===== src/rtl/matrix_tile_loader.sv =====
// Tile loader: payload bytes -> row-major tile writes, zero-pads the remainder.
// Ports: load/fields/data_valid/data_in in; ready/busy/done/err, wr_a_en/wr_b_en/wr_addr/wr_data out.
module matrix_tile_loader #(
  parameter int MMU_SIZE   = 10,
  parameter int BUFFER_CNT = 4,
  parameter int ADDR_W     = 9
) (
  input  logic              clk,
  input  logic              rst_n,
  input  logic              load,
  input  logic              buffer_a_b,
  input  logic [4:0]        buffer_idx,
  input  logic [7:0]        dim_x,
  input  logic [7:0]        dim_y,
  input  logic [7:0]        data_in,
  input  logic              data_valid,
  output logic              ready,
  output logic              wr_a_en,
  output logic              wr_b_en,
  output logic [ADDR_W-1:0] wr_addr,
  output logic [7:0]        wr_data,
  output logic              busy,
  output logic              done,
  output logic              err
);

  localparam int TILE = MMU_SIZE * MMU_SIZE;

  typedef enum logic [1:0] {
    IDLE, LOAD, PAD, DONE
  } state_t;

  state_t            state;
  logic              sel_b;
  logic [7:0]        dim_x_q;
  logic [7:0]        dim_y_q;
  logic [7:0]        r;
  logic [7:0]        c;
  logic [ADDR_W-1:0] base;
  logic [ADDR_W-1:0] pos;

  logic              load_ok;
  logic              dv;
  logic              row_end_ld;
  logic              last_ld;
  logic              row_end_pd;
  logic              last_pd;
  logic              hole;
  logic              full;
  logic [ADDR_W-1:0] load_base;
  logic [ADDR_W-1:0] row_skip;

  assign load_ok = (dim_x <= 8'(MMU_SIZE))
                && (dim_y <= 8'(MMU_SIZE))
                && (buffer_idx < 5'(BUFFER_CNT));

  // data alongside a load is always dropped
  assign dv = data_valid && !load;

  // base computed once at load time, off the write path
  assign load_base = ADDR_W'(buffer_idx) * ADDR_W'(TILE);

  // jump from (r, dim_x-1) to (r+1, 0)
  assign row_skip = ADDR_W'(MMU_SIZE) - ADDR_W'(dim_x_q)
                  + ADDR_W'(1);

  assign row_end_ld = (c == dim_x_q - 8'd1);
  assign last_ld    = row_end_ld
                   && (r == dim_y_q - 8'd1);
  assign row_end_pd = (c == 8'(MMU_SIZE - 1));
  assign last_pd    = row_end_pd
                   && (r == 8'(MMU_SIZE - 1));
  assign hole       = (r >= dim_y_q) || (c >= dim_x_q);
  assign full       = (dim_x_q == 8'(MMU_SIZE))
                   && (dim_y_q == 8'(MMU_SIZE));

  assign ready = (state != PAD);
  assign busy  = (state == LOAD) || (state == PAD);

  always_ff @(posedge clk) begin
    if (!rst_n) begin
      state   <= IDLE;
      sel_b   <= 1'b0;
      dim_x_q <= '0;
      dim_y_q <= '0;
      r       <= '0;
      c       <= '0;
      base    <= '0;
      pos     <= '0;
      wr_a_en <= 1'b0;
      wr_b_en <= 1'b0;
      wr_addr <= '0;
      wr_data <= '0;
      done    <= 1'b0;
      err     <= 1'b0;
    end else begin
      wr_a_en <= 1'b0;
      wr_b_en <= 1'b0;
      done    <= 1'b0;
      err     <= (load && !load_ok)
              || (data_valid && load)
              || (data_valid && (state == IDLE))
              || (data_valid && (state == DONE));
      if (load && load_ok) begin
        sel_b   <= buffer_a_b;
        dim_x_q <= dim_x;
        dim_y_q <= dim_y;
        r       <= '0;
        c       <= '0;
        base    <= load_base;
        pos     <= load_base;
        if (dim_x == 8'd0 || dim_y == 8'd0)
          state <= PAD;
        else
          state <= LOAD;
      end else begin
        unique case (state)
          IDLE: ;
          DONE: state <= IDLE;
          LOAD: begin
            if (dv) begin
              wr_a_en <= !sel_b;
              wr_b_en <= sel_b;
              wr_addr <= pos;
              wr_data <= data_in;
              if (last_ld) begin
                r   <= '0;
                c   <= '0;
                pos <= base;
                if (full) begin
                  state <= DONE;
                  done  <= 1'b1;
                end else begin
                  state <= PAD;
                end
              end else if (row_end_ld) begin
                c   <= '0;
                r   <= r + 8'd1;
                pos <= pos + row_skip;
              end else begin
                c   <= c + 8'd1;
                pos <= pos + ADDR_W'(1);
              end
            end
          end
          PAD: begin
            wr_a_en <= hole && !sel_b;
            wr_b_en <= hole && sel_b;
            wr_addr <= pos;
            wr_data <= '0;
            pos     <= pos + ADDR_W'(1);
            if (last_pd) begin
              state <= DONE;
              done  <= 1'b1;
            end else if (row_end_pd) begin
              c <= '0;
              r <= r + 8'd1;
            end else begin
              c <= c + 8'd1;
            end
          end
          default: state <= IDLE;
        endcase
      end
    end
  end

endmodule


===== config.mk =====
export PLATFORM = sky130hd
export DESIGN_NAME = matrix_tile_loader
export DESIGN_NICKNAME = d
export VERILOG_FILES = /design/src/rtl/matrix_tile_loader.sv
export SDC_FILE = /design/constraint.sdc
export NUM_CORES = 1
export LEC_CHECK = 0
export ABC_AREA = 1
export BUFFER_PORTS_ARGS = -buffer_cell sky130_fd_sc_hd__buf_4
export CAP_MARGIN = 40
export CORE_ASPECT_RATIO = 0.9
export CORE_MARGIN = 2
export CORE_UTILIZATION = 48
export DETAILED_ROUTE_END_ITERATION = 10
export PLACE_DENSITY = 0.67
export SLEW_MARGIN = 5
export SYNTH_ARGS = -nofsm -noshare
export SYNTH_HDL_FRONTEND = slang
export SYNTH_SLANG_ARGS = --single-unit

===== constraint.sdc =====
create_clock -name clk -period 2.8 [get_ports clk]
set_input_delay 0 -clock clk [delete_from_list [all_inputs] [get_ports clk]]
set_output_delay 0 -clock clk [all_outputs]
set_load 0.05 [all_outputs]

=== Word-level counts from Yosys, hierarchy flattened ===
Cells that the tools add are included.

* Register bits: 72
* Logic and storage cells: 120

* $mul: 1
* Eq/ne operators: 17
* Add/subtract/negate cells: 8
* Mux-type cells: 37
* Bitwise gates (word level): 2
* $lt $le $gt $ge: 5
* Reductions and logical operators: 35

{| class="wikitable"
|+ Operators by type and width
! cell !! count
|-
| $mux 8 || 11
|-
| $pmux 8 s2 || 3
|-
| $mux 9 || 5
|-
| $pmux 9 s2 || 2
|-
| $eq 8x4->1 const B || 4
|-
| $add 9x1->9 const B || 2
|-
| $add 8x1->8 const B || 2
|-
| $eq 8x8->1 || 2
|-
| $ge 8x8->1 || 2
|-
| $le 8x4->1 const B || 2
|-
| $logic_not 8->1 || 2
|-
| $sub 8x1->8 const B || 2
|-
| $logic_and 1x1->1 || 13
|-
| $mux 2 || 5
|-
| $add 9x9->9 || 1
|-
| $ne 3x2->1 const B || 3
|-
| $sub 4x8->9 const A || 1
|-
| $ne 2x2->1 const B || 4
|-
| $mul 5x5->7 const B || 1
|-
| $mux 1 || 7
|-
| $logic_or 1x1->1 || 6
|-
| $pmux 1 s2 || 3
|-
| $pmux 2 s3 || 1
|-
| $reduce_and 3->1 || 2
|-
| other kinds (14) || 19
|}

=== Logic depth before layout (Yosys ltp) ===
* Word-level depth: 8
* Mapped depth: 17
* Gate-level depth less buffers: 16

=== Least setup slack after synthesis ===
OpenSTA, ideal clock, no wires.

* Path kind: register to register
* Start: register dim_x_q[1]
* End: register pos[5]
* Clock period less this slack: 2.145 ns
* Setup slack: 0.655 ns
* Arrival time: 2.078 ns
* Cell stages (with the launch flop): 14
* Path through: dfxtp_1 -> inv_1 -> ha_1 -> ha_1 -> fa_1 -> nand3_1 -> nand2_1 -> xor2_1 -> nand3_1 -> nand2_1 -> nand3_1 -> nand3_1 -> nand2_1 -> a21oi_2

* Longest elaborated chain between the ends: 8
* Elaborated cells between the ends (all ways): 11
* Those cells by class: add/sub: 4; eq/ne: 1; mux: 5; reduce/logical: 1

{| class="wikitable"
|+ Ends and longest elaborated chain
! item !! RTL line !! source
|-
| from (decl) || 35 || <nowiki>logic [7:0] dim_x_q;</nowiki>
|-
| from (signal assigned) || 106 || <nowiki>dim_x_q <= dim_x;</nowiki>
|-
| $sub 4x8->9 || 64 || <nowiki>assign row_skip = ADDR_W'(MMU_SIZE) - ADDR_W'(dim_x_q)</nowiki>
|-
| $add 9x1->9 || 65 || <nowiki>+ ADDR_W'(1);</nowiki>
|-
| $add 9x9->9 || 139 || <nowiki>pos <= pos + row_skip;</nowiki>
|-
| $mux 9 || 136 || <nowiki>end else if (row_end_ld) begin</nowiki>
|-
| $mux 9 (*) || 126 || <nowiki>if (last_ld) begin</nowiki>
|-
| $mux 9 (*) || 121 || <nowiki>if (dv) begin</nowiki>
|-
| $pmux 9 s2 (*) || 117 || <nowiki>unique case (state)</nowiki>
|-
| $mux 9 (*) || 104 || <nowiki>if (load && load_ok) begin</nowiki>
|-
| to (signal assigned) || 111 || <nowiki>pos <= load_base;</nowiki>
|-
| to (signal assigned) || 129 || <nowiki>pos <= base;</nowiki>
|-
| to (signal assigned) || 139 ||
|-
| to (decl) || 40 || <nowiki>logic [ADDR_W-1:0] pos;</nowiki>
|}

Mark *: on every way between the ends. The rest lies on a longest branch, timed or not. The select of a mux whose other input is x is not followed.
A chain may end at the register's enable or synchronous reset.

=== Final worst setup path ===
Ends and elaborated chain as after synthesis.

==> PnR_summary.wiki <==
{| class="wikitable"
! Metric !! Value
|-
| Result of the run || finished, final reports clean
|-
| YS warnings || 0
|-
| Largest family of logic cells by synthesized area || simple AND/OR/NAND/NOR gates
|-
| Worst reg-to-reg path cell count || 13
|-
| Post-synth top cells || 189 x sky130_fd_sc_hd__nand2_1, 75 x sky130_fd_sc_hd__nand3_1, 72 x sky130_fd_sc_hd__dfxtp_1, 70 x sky130_fd_sc_hd__inv_1
|-
| Critical path cell sequence || inv_1 -> ha_1 -> ha_1 -> fa_1 -> nand3_1 -> nand2_1 -> xor2_1 -> nand3_1 -> nand2_1 -> nand3_1 -> nand3_1 -> nand2_1 -> a21oi_2
|-
| Row Count || 35
|-
| Number of global-route vias before repair || between 4,000 and 5,000
|-
| Leakage power || slightly below 3 nW
|-
| Pin count of the biggest net entering global routing || 35
|-
| Buffer and inverter count on the worst path || 1
|-
| Worst setup path category || flop to flop
|-
| Area leader, netlist || sky130_fd_sc_hd__dfxtp_1
|-
| CP Data Required Time || 3080 ps
|-
| Vias per cell || 5.38
|-
| Post-layout instance area || roughly 0.0061 sq mm
|-
| Flip-flop and latch count after synthesis || 72
|-
| Number of distinct standard cells referenced by the synthesized netlist || 43
|-
| Nature of the critical path startpoint || flop
|-
| Number of max-cap violations || 0
|-
| Most prevalent standard cell on the critical path || sky130_fd_sc_hd__nand3_1
|-
| Crit path largest cell delay || roughly 450 ps
|-
| Deepest clock path buffer count || 2
|-
| Antenna-violating nets left || 0
|-
| Relative slew margins || 0.679
|-
| Die Y-Extent || between 100 and 150 um
|-
| Number of antenna violations at the first check in global routing || 0
|-
| Adder-cell area share of the yosys netlist || 0.130
|-
| Sequential share of power || 0.314
|-
| Drt first pass iters || 5
|-
| Library cell contributing the largest single delay on the critical path || sky130_fd_sc_hd__fa_1
|-
| Top delay family on crit path || adder cells
|-
| Remaining design rule violation count || 0
|-
| Worst Path Arrival || approximately 2700 ps
|-
| Cell count along the critical path || 13
|-
| Final number of max-transition violations || 0
|-
| Setup Fix Bufs, Post-CTS || 0
|-
| Proportion of synthesized chip area in sequential cells || 0.281
|-
| IO Count || 57
|-
| Final setup vio count || 0
|-
| Average wire per cell in the routed design || approximately 15 um
|-
| Congestion Overflow GR || 0
|-
| Power Internal || 2.38 mW
|-
| Compound-gate portion of the synthesized area || 0.122
|-
| Share of synthesized area spent on multiplexers || 0
|-
| Sink count of the clock tree || just over 70
|-
| Type of the worst min-delay path || input port to flop
|-
| TritonCTS clock tree || yes
|-
| Initial standard-cell utilization of the core || 0.496
|-
| Overall die area || approximately 0.012 sq mm
|-
| Number of filler instances in the final layout || 980
|-
| Worst IR drop on VDD || approximately 0.00060 V
|-
| Total net switching power || between 1.5 and 2 mW
|-
| Unrepaired setup endpoints after global routing || no
|-
| Clk_lat worst skew || around 340 ps
|-
| Count of mapped cells out of synthesis || between 700 and 800
|-
| Most common flop cell mapped by yosys || sky130_fd_sc_hd__dfxtp_1
|-
| Ratio of total power to cell area || 678 mW/mm^2
|-
| Layout overhead on the synthesized area || 18.1%
|-
| Synth async-reset ratio || 0
|-
| Type of element capturing the critical path || flop
|-
| Switch share || 0.421
|-
| Clock power frac || 0.251
|-
| TritonCTS Buffers || 9
|-
| Syn Std Cell Area || 0.00513 sq mm
|-
| Final total negative setup slack || 0 ps
|-
| CTS clk-pin slew, worst paths || approximately 60 ps
|-
| Dpl hpwl || ~11,000 um
|-
| Total vias in the final route || 5,148
|-
| Number of enable flip-flop cells after synthesis || 0
|-
| Clock Tree Root || sky130_fd_sc_hd__clkbuf_16
|-
| Aggregate routed wire length || approximately 14,000 um
|-
| Die width || 113 um
|-
| CTS H-tree lvls || 3
|-
| Final core occ || 0.586
|-
| Logic gate share of total power || 0.435
|-
| Leading cell type by number of instances after synthesis || sky130_fd_sc_hd__nand2_1
|-
| Basic-gate share of the synthesized area counting and, or, nand and nor cells || 0.335
|-
| Core Area || about 0.010 sq mm
|-
| Biggest area contributors in the synthesized netlist || sky130_fd_sc_hd__dfxtp_1 28%, sky130_fd_sc_hd__nand2_1 14%, sky130_fd_sc_hd__ha_1 12%
|-
| Post-route clock skew || 8.36 ps
|-
| Weighted congestion reported at the end of routability-driven placement || between 0.9 and 1
|-
| Period utilisation layout || 0.877
|-
| Number of port buffers || between 50 and 60
|-
| Upper clock frequency limit || roughly 0.41 GHz
|-
| Area post-placement || 0.00564 sq mm
|-
| Synthesized area per cell || between 6 and 7 sq um
|-
| Violation count after the first detailed-route iteration || around 250
|-
| Post-route total power || 4.11 mW
|-
| Proportion of layout cells with a drive suffix above 1 || 0.137
|-
| Xor-xnor portion of the synthesized cell area || 0.0461
|-
| Global-route wire length before repair || 23,400 um
|-
| Final count of hold timing violations || 0
|-
| Hold Path Depth || 3
|-
| Diode insertion count for antenna repair || 0
|-
| GR Util All Layers || 0.252
|-
| Final critical path time including I/O delays and setup || ~2500 ps
|-
| Worst-margin pin slew || roughly 480 ps
|-
| Net count of the finished layout || a little over 900
|-
| Max FO, Critical Path || 4
|-
| Synth Net Count || ~840
|-
| Top cell type's share of synthesized area || 0.281
|}
cell usage in the layout (no fill, tap or decap), drive strengths merged:
| cell type | netlist | final |
|---|---|---|
| nand2 | 196 | 196 |
| inv | 84 | 84 |
| nand3 | 76 | 76 |
| dfxtp | 72 | 72 |
| nor2 | 67 | 67 |
| a21oi | 65 | 65 |
| buf | 10 | 62 |
| ha | 50 | 50 |
| o21ai | 38 | 38 |
| nor3 | 17 | 17 |
| xor2 | 16 | 16 |
| dlygate4sd3 | 0 | 16 |
| clkbuf | 12 | 13 |
| xnor2 | 11 | 11 |
| nand4 | 10 | 10 |
| nor4 | 7 | 7 |
| clkinv | 2 | 5 |
| o21a | 4 | 4 |
| or2 | 3 | 3 |
| nand3b | 2 | 2 |
| o211ai | 2 | 2 |
| nor3b | 2 | 2 |
| fa | 2 | 2 |
| o2111ai | 1 | 1 |
| o221ai | 1 | 1 |
| o22ai | 1 | 1 |
| o41ai | 1 | 1 |
| a31oi | 1 | 1 |
| and2 | 1 | 1 |
| a211oi | 1 | 1 |
layout make-up:
class,count,area (sq um),share of cell area
multi-input cells,575,3250,0.536
flip-flops and latches,72,1440,0.238
repair buffers,78,626,0.103
inverters,86,323,0.0533
clock buffers,13,240,0.0397
well taps,129,161,0.0266
clock inverters,3,18.8,0.00310
power by group through the flow:
stage	registers (mW)	clock network (mW)	logic (mW)
after floorplan	1.50	0	1.13
after global placement	1.30	0	1.73
after detailed placement	1.30	0	1.76
after CTS	1.29	1.05	1.79
after global routing	1.30	1.10	2.00
final	1.29	1.03	1.79
final timing paths:
check	slack [ps]	startpoint	endpoint
worst max-delay path	340	dim_x_q[1]	pos[5]
worst min register to register	410	sel_b	wr_a_en
worst min-delay path	50	dim_x[2]	dim_x_q[2]
worst max register to register	340	dim_x_q[1]	pos[5]
cell families after synthesis:
family,after synthesis
AOI/OAI and AO/OA,115
buffers and inverters,108
xor gates and xnor gates,27
and+or+nand+nor,381
adders and majority gates,52
DFF,72
state kept, by name (all words and copies together) (netlist names), 7 cells and up:
register / flops
pos: 9
wr_addr: 9
c: 8
dim_x_q: 8
dim_y_q: 8
r: 8
wr_data: 8
base: 7
stage by stage:
step / setup WS [ps] / hold WS, ps / instances
5_1_grt: 77.8 / 23.1 / 956
2_1_floorplan: 655 / 130 / 755
3_5_place_dp: 258 / 269 / 924
3_3_place_gp: 315 / 263 / 924
6_report: 343 / 49.1 / 956
4_1_cts: 259 / 30.5 / 956
timing repair:
item	4_1_cts	5_1_grt
hold buffers	16	0
endpoints found under the setup margin	0	6
gates resized for setup	0	2
hold endpoints to repair	16	0
layer usage:
metal,track usage,part of all wire
met5,0,0
met4,0.0966,0.023
met3,0.0386,0.039
met2,0.445,0.49
met1,0.315,0.45
worst register-to-register path, cell delays in order (launching register included):
cell and delay, ps:
sky130_fd_sc_hd__dfxtp_1 420, sky130_fd_sc_hd__inv_1 130, sky130_fd_sc_hd__ha_1 310, sky130_fd_sc_hd__ha_1 250, sky130_fd_sc_hd__fa_1 450, sky130_fd_sc_hd__nand3_1 100
sky130_fd_sc_hd__nand2_1 70, sky130_fd_sc_hd__xor2_1 180, sky130_fd_sc_hd__nand3_1 100, sky130_fd_sc_hd__nand2_1 70, sky130_fd_sc_hd__nand3_1 60, sky130_fd_sc_hd__nand3_1 90
sky130_fd_sc_hd__nand2_1 70, sky130_fd_sc_hd__a21oi_2 110
No activity file was read; power rests on OpenSTA's default activity.
